[config.mk]
export PLATFORM = sky130hd
export DESIGN_NAME = chacha_host_driver
export DESIGN_NICKNAME = d
export VERILOG_FILES = /design/src/rtl/chacha_host_driver.sv
export SDC_FILE = /design/constraint.sdc
export NUM_CORES = 1
export LEC_CHECK = 0
export ABC_AREA = 1
export CAP_MARGIN = 20
export CORE_MARGIN = 5
export CORE_UTILIZATION = 52
export CTS_CLUSTER_SIZE = 25
export DETAILED_ROUTE_END_ITERATION = 16
export HOLD_SLACK_MARGIN = 0.1
export PLACE_DENSITY = 0.81
export SKIP_CTS_REPAIR_TIMING = 1
export SYNTH_ARGS = -nofsm -noshare
export SYNTH_HDL_FRONTEND = slang
export SYNTH_SLANG_ARGS = --single-unit
[constraint.sdc]
create_clock -name clk -period 20.7 [get_ports clk]
set_clock_uncertainty 0.15 [all_clocks]
set_input_delay 6.21 -clock clk [delete_from_list [all_inputs] [get_ports clk]]
set_output_delay 6.21 -clock clk [all_outputs]
set_load 0.03 [all_outputs]
[src/rtl/chacha_host_driver.sv]
// Host-side sequencer for a pin-level ChaCha core: loads key/ctr/nonce byte-serially,
// starts a block, then relays the 64 keystream bytes out over a valid/ready stream.
module chacha_host_driver #(
    parameter int TIMEOUT = 1024
) (
    input  logic         clk,
    input  logic         rst,
    input  logic         req_valid,
    output logic         req_ready,
    input  logic [255:0] req_key,
    input  logic [31:0]  req_ctr,
    input  logic [95:0]  req_nonce,
    output logic [7:0]   ks_data,
    output logic         ks_valid,
    input  logic         ks_ready,
    output logic         ks_last,
    output logic         err,
    output logic [7:0]   pin_ui,
    output logic [7:0]   pin_uio,
    input  logic [7:0]   core_uo,
    input  logic [7:0]   core_uio
);

    localparam int WW = (TIMEOUT > 2) ? $clog2(TIMEOUT) : 1;

    typedef enum logic [2:0] {
        IDLE,
        LOAD,
        START,
        WAIT,
        READ,
        ACK
    } state_t;

    state_t         state_q;
    logic [383:0]   load_sr_q;
    logic [5:0]     load_cnt_q;
    logic [6:0]     byte_cnt_q;
    logic [WW-1:0]  wait_cnt_q;
    logic [7:0]     pin_ui_q;
    logic [7:0]     pin_uio_q;
    logic [7:0]     ks_data_q;
    logic           ks_valid_q;
    logic           ks_last_q;
    logic           err_q;

    logic core_done;
    logic core_out_vld;
    logic unused_core_uio;

    assign core_done       = core_uio[0];
    assign core_out_vld    = core_uio[1];
    assign unused_core_uio = ^core_uio[7:2];

    assign req_ready = (state_q == IDLE);
    assign pin_ui    = pin_ui_q;
    assign pin_uio   = pin_uio_q;
    assign ks_data   = ks_data_q;
    assign ks_valid  = ks_valid_q;
    assign ks_last   = ks_last_q;
    assign err       = err_q;

    always_ff @(posedge clk or posedge rst) begin
        if (rst) begin
            state_q    <= IDLE;
            load_sr_q  <= '0;
            load_cnt_q <= '0;
            byte_cnt_q <= '0;
            wait_cnt_q <= '0;
            pin_ui_q   <= '0;
            pin_uio_q  <= '0;
            ks_data_q  <= '0;
            ks_valid_q <= 1'b0;
            ks_last_q  <= 1'b0;
            err_q      <= 1'b0;
        end else begin
            err_q <= 1'b0;
            case (state_q)
                IDLE: begin
                    pin_ui_q   <= '0;
                    pin_uio_q  <= '0;
                    byte_cnt_q <= '0;
                    if (req_valid) begin
                        // Byte 0 goes out on entry to LOAD; the shifter holds the remaining 47.
                        load_sr_q  <= {req_nonce, req_ctr, req_key} >> 8;
                        pin_ui_q   <= req_key[7:0];
                        pin_uio_q  <= 8'h01;
                        load_cnt_q <= 6'd1;
                        state_q    <= LOAD;
                    end
                end
                LOAD: begin
                    if (load_cnt_q == 6'd48) begin
                        pin_ui_q   <= '0;
                        pin_uio_q  <= 8'h02;
                        load_cnt_q <= '0;
                        state_q    <= START;
                    end else begin
                        pin_ui_q   <= load_sr_q[7:0];
                        load_sr_q  <= load_sr_q >> 8;
                        load_cnt_q <= load_cnt_q + 6'd1;
                    end
                end
                START: begin
                    pin_uio_q  <= '0;
                    wait_cnt_q <= '0;
                    state_q    <= WAIT;
                end
                WAIT: begin
                    if (core_done) begin
                        state_q <= READ;
                    end else if (wait_cnt_q == WW'(TIMEOUT - 1)) begin
                        err_q   <= 1'b1;
                        state_q <= IDLE;
                    end else begin
                        wait_cnt_q <= wait_cnt_q + 1'b1;
                    end
                end
                READ: begin
                    if (ks_valid_q) begin
                        if (ks_ready) begin
                            ks_valid_q <= 1'b0;
                            ks_last_q  <= 1'b0;
                            byte_cnt_q <= byte_cnt_q + 7'd1;
                            pin_uio_q  <= 8'h04;
                            state_q    <= ACK;
                        end
                    end else if (core_out_vld) begin
                        ks_data_q  <= core_uo;
                        ks_valid_q <= 1'b1;
                        ks_last_q  <= (byte_cnt_q == 7'd63);
                    end
                end
                ACK: begin
                    pin_uio_q <= '0;
                    if (byte_cnt_q == 7'd64) begin
                        byte_cnt_q <= '0;
                        state_q    <= IDLE;
                    end else begin
                        state_q <= READ;
                    end
                end
                default: state_q <= IDLE;
            endcase
        end
    end

endmodule

==> run metrics, run 1 <==
Synth area leader dfrtp_1; met3 wire len 4.38 mm; I/O Pins 432; Setup Total Neg Slack 0 ns; Final Hold Vio Count 0; critical path arrival 10.60 ns; hold_sp pin_uio[1]$_DFFE_PP0P_; clock root cell clkbuf_16; synthesis-to-layout area growth 27.0%; CTS sink cnt 424; Post-Route WL 56.0 mm; Critical Path End Type flip-flop; Pleak 11.5 nW; hpwl dp 38.1 mm; register bit total from synthesis 424; Reg-to-Reg Start state_q[1]$_DFFE_PP0P_; Main synth FF type dfrtp_1; Reg2Reg Setup Slack 15.76 ns; worst hold path class flip-flop to flip-flop; DRT iter0 DRCs 1455; commonest non-fill, non-tap cell in the layout nand2_1; die extent in y 209 um; crit path time final 10.28 ns; number of flops mapped to enable cells by yosys 0; final antenna-violating net count 0; vias in the first global route 17434; Setup crit start req_valid; count of cell types in the netlist 34; Final setup viols 0; asr flop ratio synth 100%; Worst Tran Pin Value 1.10 ns; initial antenna violation count 16; CTS tree done; top layer in use met5; post-synthesis cell count 2370; post-layout util 67.1%; fillcell total 3083; synth top area cells dfrtp_1, o211ai_1, o21ai_1; DRC 0; sequential area share after synthesis 51.6%; Clk pin slew, worst setup/hold paths 0.06 ns; drt first pass iters 5; Worst setup SP type input port; CTS max path bufs 3; total track usage 24.9%; Met2 Routed Length 26.5 mm; Crit Path Max Fanout 156; Buffers on Ports 420; Max IR drop VDD 0.000216 V; GRT Residual Overflow 0; core area 0.0389 mm^2; layout cells sized above 1 5.26%; commonest non-fill, non-tap cells in the layout nand2_1, dfrtp_1, clkdlybuf4s50_1, inv_1, o21ai_1; CTS H-Tree Depth 2; Yosys top cell area share 51.6%; syn avg cell area 8.67 um^2; yosys warns 0; die area 0.0436 mm^2; Synth Cell Area 0.0206 mm^2; status completed; max_cap viols 0; Vias/cell 5.41; Critical Path RT 21.02 ns; Final period util 49.7%; metal1 wirelength 22.9 mm; largest net degree at the start of global routing 253; fmax 0.0972 GHz; TritonCTS buffer count 47; initial core utilization 52.8%; Power Dens Cells 160 mW/mm^2; Worst-Skew Late Latency 0.56 ns; DIE WIDTH 209 um; WL per Instance 17.2 um; RD Place Congestion 0.868; unrepaired setup endpoints after global routing no; first-pass GRT wire length 89.9 mm; Slew Viols, Final 0; vias 17563; Rel. slew slack 26.8%; Nets 3095; row count 72; crit path kind input port to flip-flop
## kinds of logic (layout without fill, tap and decap cells)
logic type	after synthesis	after routing	share of synthesized area [%]
AO/OA/AOI/OAI	793	793	24.6
buffers and inverters	583	930	12.5
AND/OR/NAND/NOR	556	556	10.6
flip-flops	424	424	51.6
XOR/XNOR	8	8	0.341
adder cells (fa/ha/maj)	5	5	0.304
other	1	15	0.0182
## routing by layer
layer / global-route usage, % / vias to the layer above
met3: 6.49 / 131
met4: 9.88 / 18
met1: 32.6 / 8373
li1: - / 8529
met5: 0 / -
met2: 39.9 / 512
## critical path, stage by stage
cell	delay, ns
clkdlybuf4s50_1	0.86
nand2_4	0.18
nand2_8	0.23
buf_16	0.44
buf_4	0.82
buf_4	0.67
buf_4	0.74
o211ai_1	0.19
o21ai_1	0.14
## state kept, by name (all words and copies together) (netlist names)
| name | count |
|---|---|
| state_q | 3 |
| ks_data | 8 |
| pin_uio | 3 |
| byte_cnt_q | 7 |
| ks_last | 1 |
| pin_ui | 8 |
| wait_cnt_q | 10 |
| ks_valid | 1 |
| err | 1 |
| load_sr_q | 376 |
| load_cnt_q | 6 |
## report_power, final
part           leakage (nW)  switching (W)  internal [W]
registers              5.19       0.000124       0.00125
clock network         0.742       0.000336      0.000480
logic                  5.60        0.00130      0.000673
total                  11.5        0.00176       0.00240
## synthesized netlist by cell type, types with 5 or more instances
| master | n |
|---|---|
| dfrtp_1 | 424 |
| o211ai_1 | 340 |
| buf_2 | 107 |
| nand3_1 | 31 |
| clkbuf_1 | 25 |
| buf_6 | 21 |
| o211ai_2 | 20 |
| o21ai_1 | 363 |
| nor2_1 | 43 |
| a21oi_1 | 27 |
| o21ai_0 | 18 |
| buf_4 | 18 |
| nand2_1 | 463 |
| inv_1 | 403 |
| ha_1 | 5 |
| nand4_1 | 6 |
| o21ai_2 | 21 |
## metrics by stage
stage | instances | setup WS (ns) | hold WS [ns] | total power [W] | instance area, um^2
after global routing | 3246 | 10.03 | 0.359 | 0.00453 | 26100
after detailed placement | 3154 | 9.73 | 0.320 | 0.00335 | 24600
final | 3249 | 10.42 | 0.326 | 0.00417 | 26100
after CTS | 3238 | 10.30 | 0.335 | 0.00419 | 26100
after floorplan | 2374 | 2.54 | 0.318 | 0.00298 | 20600
after global placement | 3154 | 9.84 | 0.311 | 0.00325 | 24600
## cell type report
| class | count | area [um^2] | area share, % |
|---|---|---|---|
| diodes | 10 | 25.0 | 0.0958 |
| clock buffers | 70 | 1410 | 5.38 |
| clock inverters | 14 | 103 | 0.393 |
| inverters | 410 | 1550 | 5.93 |
| multi-input cells | 1367 | 7410 | 28.4 |
| flip-flops and latches | 424 | 10600 | 40.6 |
| well taps | 518 | 648 | 2.48 |
| repair buffers | 436 | 4370 | 16.7 |
## worst paths after layout
path / cells past startpoint / to
hold reg to reg: 2 / pin_uio[1]$_DFFE_PP0P_
hold / removal: 2 / pin_uio[1]$_DFFE_PP0P_
setup / recovery: 9 / load_sr_q[296]$_DFFE_PP0P_
max in group asynchronous: 4 / load_sr_q[169]$_DFFE_PP0P_
setup reg to reg: 10 / load_sr_q[274]$_DFFE_PP0P_
min in group asynchronous: 2 / load_sr_q[322]$_DFFE_PP0P_
(Power assumes the default switching activity.)
==> run 2: changes to the inputs <==
==> constraint.sdc (replaced) <==
create_clock -name clk -period 10.7 [get_ports clk]
set_clock_uncertainty 0.15 [all_clocks]
set_input_delay 3.21 -clock clk [delete_from_list [all_inputs] [get_ports clk]]
set_output_delay 3.21 -clock clk [all_outputs]
set_load 0.03 [all_outputs]
==> run metrics, run 2 (synthesis results as in run 1) <==
status completed; dpl ws 4.34 ns (-5.39 ns); layout cells sized above 1 5.15% (-0.10 points); Reg-to-Reg Start state_q[1]$_DFFE_PP0P_; Endpoint, Worst Hold pin_uio[1]$_DFFE_PP0P_; worst reg2reg path depth 9 (-1); top layer in use met5; crit path cell chain clkdlybuf4s50_1 -> nand2_4 -> nand2_8 -> buf_4 -> o211ai_1 -> o21ai_1; TritonCTS buffer count 45 (-4.3%); Vias/cell 5.33 (-1.4%); final antenna-violating net count 0 (unchanged); Rel. slew slack 27.4% (+0.61 points); die area 0.0436 mm^2 (unchanged); critical path arrival 6.20 ns (-4.40 ns); initial antenna violation count 19 (+3); max_cap viols 0 (unchanged); Met2 Routed Length 26.0 mm (-2.2%); hpwl dp 37.3 mm (-2.4%); Critical Path End Type flip-flop; I/O Pins 432 (unchanged); synthesis-to-layout area growth 27.0% (about the same); WL per Instance 16.9 um (-2.1%); Final period util 55.0%; Crit Path Max Fanout 115 (-26%); vias in the first global route 17161 (-1.6%); Crit path largest cell delay 0.92 ns (+0.06 ns); DRT iter0 DRCs 1263 (-13%); Crit path max-delay family buffers and inverters; RD Place Congestion 0.877 (+1.0%); met3 wire len 3.88 mm (-11%); Pleak 11.5 nW (about the same); drt first pass iters 6 (+1); vias 17319 (-1.4%); row count 72 (unchanged); hold_sp pin_uio[1]$_DFFE_PP0P_; Worst Tran Pin Value 1.09 ns (-0.00919 ns); Largest register FFs 376 (unchanged); Top reg by flops load_sr_q; Worst-Skew Late Latency 0.56 ns (about the same); Setup Total Neg Slack 0 ns (unchanged); worst hold path class flip-flop to flip-flop; Worst path slowest cell buf_4; commonest non-fill, non-tap cell in the layout nand2_1; Buffers on Ports 420 (unchanged); die extent in y 209 um (unchanged); total power 0.00803 W (+93%); PnR worst setup slack 4.81 ns (-5.61 ns); Reg2Reg Setup Slack 6.62 ns (-9.14 ns); Clk pin slew, worst setup/hold paths 0.06 ns (about the same); Final Hold Vio Count 0 (unchanged); fillcell total 3137 (+1.8%); CP bufs+invs 2 (-3); Final setup viols 0 (unchanged); Critical Path RT 11.01 ns (-10.01 ns); CTS sink cnt 424 (unchanged); metal1 wirelength 22.9 mm (+0.21%); Hold Path Cell Cnt 2 (unchanged); DRC 0 (unchanged); initial core utilization 52.8% (unchanged); unrepaired setup endpoints after global routing no; commonest non-fill, non-tap cells in the layout nand2_1, dfrtp_1, clkdlybuf4s50_1, inv_1, o21ai_1; fmax 0.170 GHz; largest net degree at the start of global routing 253 (unchanged); CTS H-Tree Depth 2 (unchanged); CTS max path bufs 3 (unchanged); GRT Residual Overflow 0 (unchanged); biggest regs load_sr_q x376, wait_cnt_q x10; crit path kind input port to flip-flop; CTS tree done; total track usage 24.6% (-0.31 points); Worst setup SP type input port; DIE WIDTH 209 um (unchanged); Nets 3090 (-0.16%); first-pass GRT wire length 88.7 mm (-1.3%); core area 0.0389 mm^2 (unchanged); Slew Viols, Final 0 (unchanged); clock root cell clkbuf_16; Power Dens Cells 308 mW/mm^2 (+93%); Post-Route WL 54.8 mm (-2.1%); Max IR drop VDD 0.000208 V (-3.6%); Reg2Reg Capture Point load_sr_q[317]$_DFFE_PP0P_; crit path time final 5.89 ns
## run 2: cell types whose count changed in the layout (fill, tap and decap cells not counted), moves of 2 or more
| cell | change |
|---|---|
| clkinvlp_4 | -2 |
| buf_4 | -5 |
| buf_12 | +3 |
| clkbuf_16 | -2 |
| diode_2 | +5 |
| clkbuf_8 | +2 |
## run 2: area by class of cell
cell class | instances | area [um^2] | area share (%)
antenna | 15 | 37.5 | 0.144
clock buffer | 69 | 1380 | 5.28
clock inverter | 14 | 124 | 0.474
inverter | 410 | 1550 | 5.92
multi-input combinational | 1367 | 7410 | 28.4
sequential | 424 | 10600 | 40.6
tap | 518 | 648 | 2.48
timing repair buffer | 433 | 4360 | 16.7
## run 2: worst max path at each step
stage                         start                          to  depth (start not counted)
after floorplan                 rst   byte_cnt_q[0]$_DFFE_PP0P_                          1
after global placement    req_valid  load_sr_q[215]$_DFFE_PP0P_                          6
after detailed placement  req_valid   load_sr_q[85]$_DFFE_PP0P_                          6
after CTS                 req_valid  load_sr_q[317]$_DFFE_PP0P_                          6
after global routing      req_valid  load_sr_q[317]$_DFFE_PP0P_                          6
final                     req_valid  load_sr_q[317]$_DFFE_PP0P_                          6
## run 2: where the power goes
| group | total [W] | switching, W | internal (W) | leakage (nW) |
|---|---|---|---|---|
| registers | 0.00266 | 0.000236 | 0.00242 | 5.19 |
| logic | 0.00380 | 0.00250 | 0.00130 | 5.59 |
| clock network | 0.00157 | 0.000637 | 0.000935 | 0.753 |
## run 2: tightest hold or removal path, stage by stage (launching register included)
cell     delay [ns]
dfrtp_1        0.35
nand2_1        0.06
nand2_1        0.04
## run 2: per-layer routing
metal	up-vias	track usage (%)
li1	8519	-
met1	8184	32.7
met2	478	39.4
met3	122	5.91
met4	16	9.23
met5	-	0
## run 2: per-stage QoR
stage	hold slack, ns	cell area [um^2]	utilization [%]	instances
4_1_cts	0.337	26100	67.0	3235
3_3_place_gp	0.317	24600	63.1	3152
5_1_grt	0.359	26100	67.1	3246
2_1_floorplan	0.318	20600	-	2374
6_report	0.330	26100	67.1	3250
3_5_place_dp	0.321	24600	63.1	3152
